$ cat config.mk
export PLATFORM = sky130hd
export DESIGN_NAME = iob_ethmac_mem_arbiter
export DESIGN_NICKNAME = d
export VERILOG_FILES = /design/src/rtl/iob_ethmac_mem_arbiter.sv
export SDC_FILE = /design/constraint.sdc
export NUM_CORES = 1
export LEC_CHECK = 0
export ABC_AREA = 1
export CAP_MARGIN = 20
export CELL_PAD_IN_SITES_DETAIL_PLACEMENT = 0
export CELL_PAD_IN_SITES_GLOBAL_PLACEMENT = 1
export CORE_AREA = 5 5 116 201
export CTS_CLUSTER_DIAMETER = 120
export DETAILED_ROUTE_END_ITERATION = 7
export DIE_AREA = 0 0 121 206
export GPL_TIMING_DRIVEN = 0
export PLACE_DENSITY = 0.74
export SETUP_SLACK_MARGIN = 0.02
export SLEW_MARGIN = 20
export SYNTH_ARGS = -nofsm -noshare
export SYNTH_HDL_FRONTEND = slang
export SYNTH_SLANG_ARGS = --single-unit
export TNS_END_PERCENT = 50
$ cat constraint.sdc
create_clock -name clk_i -period 1.25 [get_ports clk_i]
set_input_delay 0.1875 -clock clk_i [delete_from_list [all_inputs] [get_ports clk_i]]
set_output_delay 0.1875 -clock clk_i [all_outputs]
set_load 0.02 [all_outputs]
$ cat src/rtl/iob_ethmac_mem_arbiter.sv
// ---------------------------------------------------------------------------
// iob_ethmac_mem_arbiter
//
// Purpose:
//   Two-requester round-robin arbiter sharing one IOb memory port.
//   Requester 0 is the ethmac DMA master, requester 1 is the CPU/system data
//   port. One transaction is in flight at a time. A watchdog ends any
//   transaction the memory never acknowledges and returns zero read data.
//
// Ports:
//   clk_i, arst_n_i          clock, asynchronous active-low reset
//   r0_valid/addr/wdata/wstrb   DMA request (wstrb == 0 means read)
//   r0_rdata/r0_ready           DMA completion (one-cycle ready pulse)
//   r1_*                        same set for the CPU requester
//   m_valid/addr/wdata/wstrb    shared-port request (registered)
//   m_rdata/m_ready             shared-port response
//   busy_o                      high while a transaction is in flight
//   timeout_o                   one-cycle pulse when the watchdog fires
// ---------------------------------------------------------------------------
module iob_ethmac_mem_arbiter #(
    parameter int ADDR_W    = 32,
    parameter int DATA_W    = 32,
    parameter int TIMEOUT_W = 8
) (
    input  logic                clk_i,
    input  logic                arst_n_i,
    // requester 0 (DMA)
    input  logic                r0_valid,
    input  logic [ADDR_W-1:0]   r0_addr,
    input  logic [DATA_W-1:0]   r0_wdata,
    input  logic [DATA_W/8-1:0] r0_wstrb,
    output logic [DATA_W-1:0]   r0_rdata,
    output logic                r0_ready,
    // requester 1 (CPU)
    input  logic                r1_valid,
    input  logic [ADDR_W-1:0]   r1_addr,
    input  logic [DATA_W-1:0]   r1_wdata,
    input  logic [DATA_W/8-1:0] r1_wstrb,
    output logic [DATA_W-1:0]   r1_rdata,
    output logic                r1_ready,
    // shared memory port
    output logic                m_valid,
    output logic [ADDR_W-1:0]   m_addr,
    output logic [DATA_W-1:0]   m_wdata,
    output logic [DATA_W/8-1:0] m_wstrb,
    input  logic [DATA_W-1:0]   m_rdata,
    input  logic                m_ready,
    // status
    output logic                busy_o,
    output logic                timeout_o
);

    typedef enum logic {
        IDLE = 1'b0,
        BUSY = 1'b1
    } state_t;

    localparam logic [TIMEOUT_W-1:0] WDOG_MAX = '1;

    state_t               state;
    logic                 prio;     // requester favoured when both ask
    logic                 gnt;      // requester owning the in-flight transaction
    logic [TIMEOUT_W-1:0] wdog;

    logic pick;       // requester that would be granted this cycle in IDLE
    logic ack;        // memory completes the transaction this cycle
    logic expire;     // watchdog ends the transaction this cycle
    logic done;

    // A lone requester wins outright; a tie goes to the favoured one.
    assign pick   = (r0_valid && r1_valid) ? prio : r1_valid;

    // A real acknowledge in the watchdog cycle takes precedence over expiry.
    assign ack    = (state == BUSY) && m_ready;
    assign expire = (state == BUSY) && !m_ready && (wdog == WDOG_MAX);
    assign done   = ack || expire;

    // NOTE: sequential state uses non-blocking assignments so every flop
    // samples the pre-edge values; blocking here would create order-dependent
    // races between this block and any other clocked logic.
    always_ff @(posedge clk_i or negedge arst_n_i) begin
        if (!arst_n_i) begin
            state   <= IDLE;
            prio    <= 1'b0;
            gnt     <= 1'b0;
            wdog    <= '0;
            m_valid <= 1'b0;
            m_addr  <= '0;
            m_wdata <= '0;
            m_wstrb <= '0;
            busy_o  <= 1'b0;
        end else begin
            case (state)
                IDLE: begin
                    // m_ready seen here is a late acknowledge and is ignored.
                    if (r0_valid || r1_valid) begin
                        gnt     <= pick;
                        m_valid <= 1'b1;
                        m_addr  <= pick ? r1_addr  : r0_addr;
                        m_wdata <= pick ? r1_wdata : r0_wdata;
                        m_wstrb <= pick ? r1_wstrb : r0_wstrb;
                        wdog    <= '0;
                        busy_o  <= 1'b1;
                        state   <= BUSY;
                    end
                end
                BUSY: begin
                    if (done) begin
                        // Hand priority to the other requester so neither
                        // can starve the other with back-to-back requests.
                        m_valid <= 1'b0;
                        prio    <= ~gnt;
                        busy_o  <= 1'b0;
                        state   <= IDLE;
                    end else begin
                        wdog <= wdog + 1'b1;
                    end
                end
                default: state <= IDLE;
            endcase
        end
    end

    // Completion is routed combinationally to the owning requester only.
    // NOTE: every output of this block gets a default before any branch, so
    // no path leaves a signal unassigned and no latch is inferred.
    always_comb begin
        r0_ready  = 1'b0;
        r1_ready  = 1'b0;
        r0_rdata  = '0;
        r1_rdata  = '0;
        timeout_o = expire;
        if (done) begin
            if (gnt) begin
                r1_ready = 1'b1;
                r1_rdata = ack ? m_rdata : '0;
            end else begin
                r0_ready = 1'b1;
                r0_rdata = ack ? m_rdata : '0;
            end
        end
    end

endmodule

; ---- Yosys cells after proc, flatten, opt, wreduce, memory -nomap -nowiden
; Index checks and enable logic that the tools add are counted.
; W data, S select, Z words.
[classes]
n_mux = 22
n_eq_ne = 4
n_reduce_logical = 11
addsub = 1
bitwise = 2
[ops]
columns = operator, count
row1 = $mux W32, 7
row2 = $mux W8, 2
row3 = $pmux W8 S2, 1
row4 = $mux W1, 9
row5 = $add A8 B1 Y8 const B, 1
row6 = $eq A8 B8 Y1 const B, 1
row7 = $reduce_and A2 Y1, 4
row8 = $logic_and A1 B1 Y1, 4
row9 = $mux W4, 1
row10 = $ne A2 B2 Y1 const B, 2
row11 = $pmux W1 S2, 2
row12 = $logic_or A1 B1 Y1, 2
row13 = $ne A2 B1 Y1 const B, 1
row14 = $not A1 Y1, 2
row15 = $logic_not A1 Y1, 1
[totals]
elab_cells = 48
input_bits = 173
output_inout_bits = 137
register_bits = 80

; ---- Longest topological paths before layout
[depth]
word_depth = 6
ltp_mapped = 8
ltp_nobuf = 8

; ---- Worst setup path after synthesis
; Ideal clock, no wire load.
[synth_path]
path_kind = flip-flop to output port
startpoint = register wdog[0]
endpoint = output port r1_ready
t_arrival_ps = 1368
setup_slack_ps = -306
stages_incl_launch_ff = 8
n_path_buf = 0
required_ps = 1062
path_cell_list = dfrtp_1 > ha_1 > nand2_1 > nor2_1 > nand3_1 > nand2_1 > inv_1 > nor2_1
[synth_via]
elab_chain_len = 4
[synth_lines]
columns = element, line
row1 = from (decl), 63  ; logic [TIMEOUT_W-1:0] wdog;
row2 = from (signal assigned), 116  ; wdog <= wdog + 1'b1;
row3 = $eq A8 B8 Y1, 75  ; assign expire = (state == BUSY) && !m_ready && (wdog == WDOG_MAX);
row4 = $logic_and A1 B1 Y1, 75
row5 = $logic_or A1 B1 Y1, 76  ; assign done = ack || expire;
row6 = $mux W1, 133  ; if (done) begin
row7 = to (decl), 40  ; output logic r1_ready,
; Every way passes these cells.

; ---- Worst setup path in the final report
; Same ends and word-level chain as after synthesis.

==> results.toml <==
[status]
status = "finished with violations"
violations = "negative setup slack"

[worst_setup_path]
start_kind = "flip-flop"
critPathMaxFanout = 4
worstPathArrival_ps = 1560
r2r_cells = 8
end_kind = "output pin"
r2r_slack_ps = -240
critPathRequiredTime_ps = 1060
worstSetupPathType = "reg -> out"

[synthesis]
yosysMostFrequentCell = "a21oi_1"
synth-seq-cells = 80
syn_inst = 581
netlist.area_leader.share = 0.4744
synth_top_area_cell = "dfrtp_1"
synth.net_count = 755
avgSynthCellArea_sq_um = 7.264
synth_xor_area_frac = 0
synth_area_sq_um = 4220
synthAdderAreaFrac = 0.002965
async_flop_share = 1.000
synth_common_cells = "138 x a21oi_1, 107 x nand2_1, 83 x nor2_1"
ys_types = 21
yosys.area_share.simple = 0.2576
synth.area.mux_share = 0
synth-edff-count = 0
synth_ff_type = "dfrtp_1"
synth_warnings = 0
synth_top_family_by_area = "simple AND/OR/NAND/NOR gates"
synth_compound_area_frac = 0.1764
ys_top_cells_by_area = "dfrtp_1 47%, a21oi_1 16%, nand2_1 9.5%"
synth-seq-area-share = 0.4744

[placement]
dp_hpwl_um = 16390
numPortBuffers = 309
post_dp_cell_area_sq_um = 8553
place_ws_ps = -944.1
place_congestion = 0.7995

[timing]
finalHoldViolations = 0
worst_slew_pin_slew_ps = 438.2
rsz0062_at_grt = "yes"
finalClockSkew_ps = 7.654
fin_crit_ps = 1744
fmax_ghz = 0.5734
setup_slack_ps = -494.0
tns_ps = -38030
final_max_slew_viol_count = 0
setup_viol = 146
period_share = 1.395
holdWs_ps = 332.7
max-slew-margin-rel = 0.7079

[clocking]
htreeDepth = 3
numCtsBuffers = 9
clock-root-buffer = "clkbuf_16"
clk-insertion-delay-late_ps = 330
clock-sinks = 80
cts.clk_slew.worst_paths_ps = 60
clockBufferDepth = 2
cts_tree = "built"

[grt]
grt_overflow_total = 0
grt_pass1_wl_um = 32760
gr-usage-all-layers = 0.1713
grt_max_degree = 42
antenna_found_initial = 0
grt_pass1_vias = 5794

[finish]
final_nets = 1118
nFillCells = 2029
drive_gt1_frac = 0.3537
diodes = 0
stdcell_area_sq_um = 10350
area_growth_pct = 145.2

[floorplanning]
io_pins = 310
dieWidth_um = 121
row_count = 71
core-area_sq_um = 21410
initial_core_util = 0.1971
die_y_um = 206
dieArea_sq_um = 24930

[power]
peakVddDrop_mv = 0.8918
cellLeakagePower_nw = 4.658
power_density_nw_per_um2 = 1672

[detailed_routing]
ant_nets = 0
firstDrtPassIters = 4
drt_wl_total_um = 21860
drc_errors = 0
drt_iter0_markers = 137
dr_total_vias = 5414
vias_per_cell = 4.370
wire_per_inst_um = 17.64

[min_path]
hp-class = "in -> async"

[run]
max-cap-violations = 0
-- worst max-delay path, cell delays in order, from the launching register on --
cell and delay [ps]:
dfrtp_1 410, ha_4 180, nand2_4 60, nor2_4 130, nand3_4 100, nand2_4 100
inv_4 40, nor2_4 70, buf_6 120
-- metal layers --
layer / routed length, um / track usage / up-vias
li1: - / - / 2629
met4: 776 / 0.06888 / 0
met1: 7118 / 0.1673 / 2510
met5: 0 / 0 / -
met3: 1725 / 0.05148 / 38
met2: 12240 / 0.3296 / 237
-- per-stage QoR --
| step | util | std cells | power, mW |
|---|---|---|---|
| finish | 0.4834 | 1239 | 17.30 |
| CTS | 0.4614 | 1234 | 17.36 |
| global placement | 0.3982 | 1182 | 13.02 |
| floorplan | - | 581 | 8.977 |
| global route | 0.4834 | 1239 | 18.37 |
| detailed placement | 0.3995 | 1183 | 13.06 |
-- final timing paths --
| kind | startpoint | endpoint |
|---|---|---|
| min in group clk_i | r1_wdata[8] | m_wdata[8]$_DFFE_PN0P_ |
| min reg2reg | wdog[3]$_DFFE_PN0P_ | wdog[3]$_DFFE_PN0P_ |
| max in group asynchronous | arst_n_i | wdog[4]$_DFFE_PN0P_ |
| max | wdog[0]$_DFFE_PN0P_ | r1_ready |
| min | arst_n_i | m_wstrb[1]$_DFFE_PN0P_ |
| max reg2reg | wdog[0]$_DFFE_PN0P_ | wdog[1]$_DFFE_PN0P_ |
-- where the power goes --
part / total (mW) / internal (mW) / switching, mW
Combinational: 10.5 / 4.86 / 5.62
Clock: 2.66 / 1.58 / 1.08
Sequential: 4.16 / 3.60 / 0.557
-- kinds of logic after synthesis --
group	after synthesis
adders and majority gates	1
AOI/OAI and AO/OA	147
DFF	80
and+or+nand+nor	263
buffers and inverters	90
-- layout make-up --
| cell class | count | area [sq um] | share of cell area |
|---|---|---|---|
| Buffer | 44 | 694.4 | 0.06709 |
| Clock inverter | 3 | 43.79 | 0.004231 |
| Inverter | 46 | 197.7 | 0.01910 |
| Sequential cell | 80 | 2002 | 0.1934 |
| Multi-Input combinational cell | 412 | 2979 | 0.2878 |
| Clock buffer | 11 | 242.7 | 0.02345 |
| Timing Repair Buffer | 351 | 3825 | 0.3696 |
| Tap cell | 292 | 365.4 | 0.03530 |
-- cell usage in the layout (no fill, tap or decap), types with 3 or more instances in the layout --
cell / synthesis / routed
o21ai_0: 6 / 5
inv_4: 0 / 3
dlymetal6s2s_1: 0 / 54
nor3_4: 0 / 62
buf_8: 0 / 5
nand2_1: 107 / 98
buf_12: 0 / 9
buf_16: 0 / 8
clkbuf_8: 0 / 13
clkbuf_2: 0 / 7
nand3_4: 0 / 3
nor2_1: 83 / 79
clkdlybuf4s15_2: 0 / 12
nand3_1: 6 / 5
inv_1: 43 / 39
buf_4: 3 / 27
nand2_2: 1 / 6
a21oi_4: 0 / 7
a21oi_1: 138 / 76
clkdlybuf4s50_1: 0 / 169
buf_2: 14 / 4
a21oi_2: 0 / 55
dfrtp_1: 80 / 80
buf_6: 1 / 74
clkbuf_16: 0 / 19
-- state kept, by name (all words and copies together) (netlist names) --
name	flops
busy_o	1
state	1
gnt	1
wdog	8
m_wdata	32
prio	1
m_wstrb	4
m_addr	32
-- what timing repair did --
item / CTS / global route
hold buffers: 1 / 0
pin swaps: 9 / 7
gates resized for setup: 574 / 140
endpoints found under the hold margin: 39 / 0
endpoints found under the setup margin: 217 / 206
cloned: 12 / 0
setup buffers: 24 / 5
(Power assumes the default switching activity.)
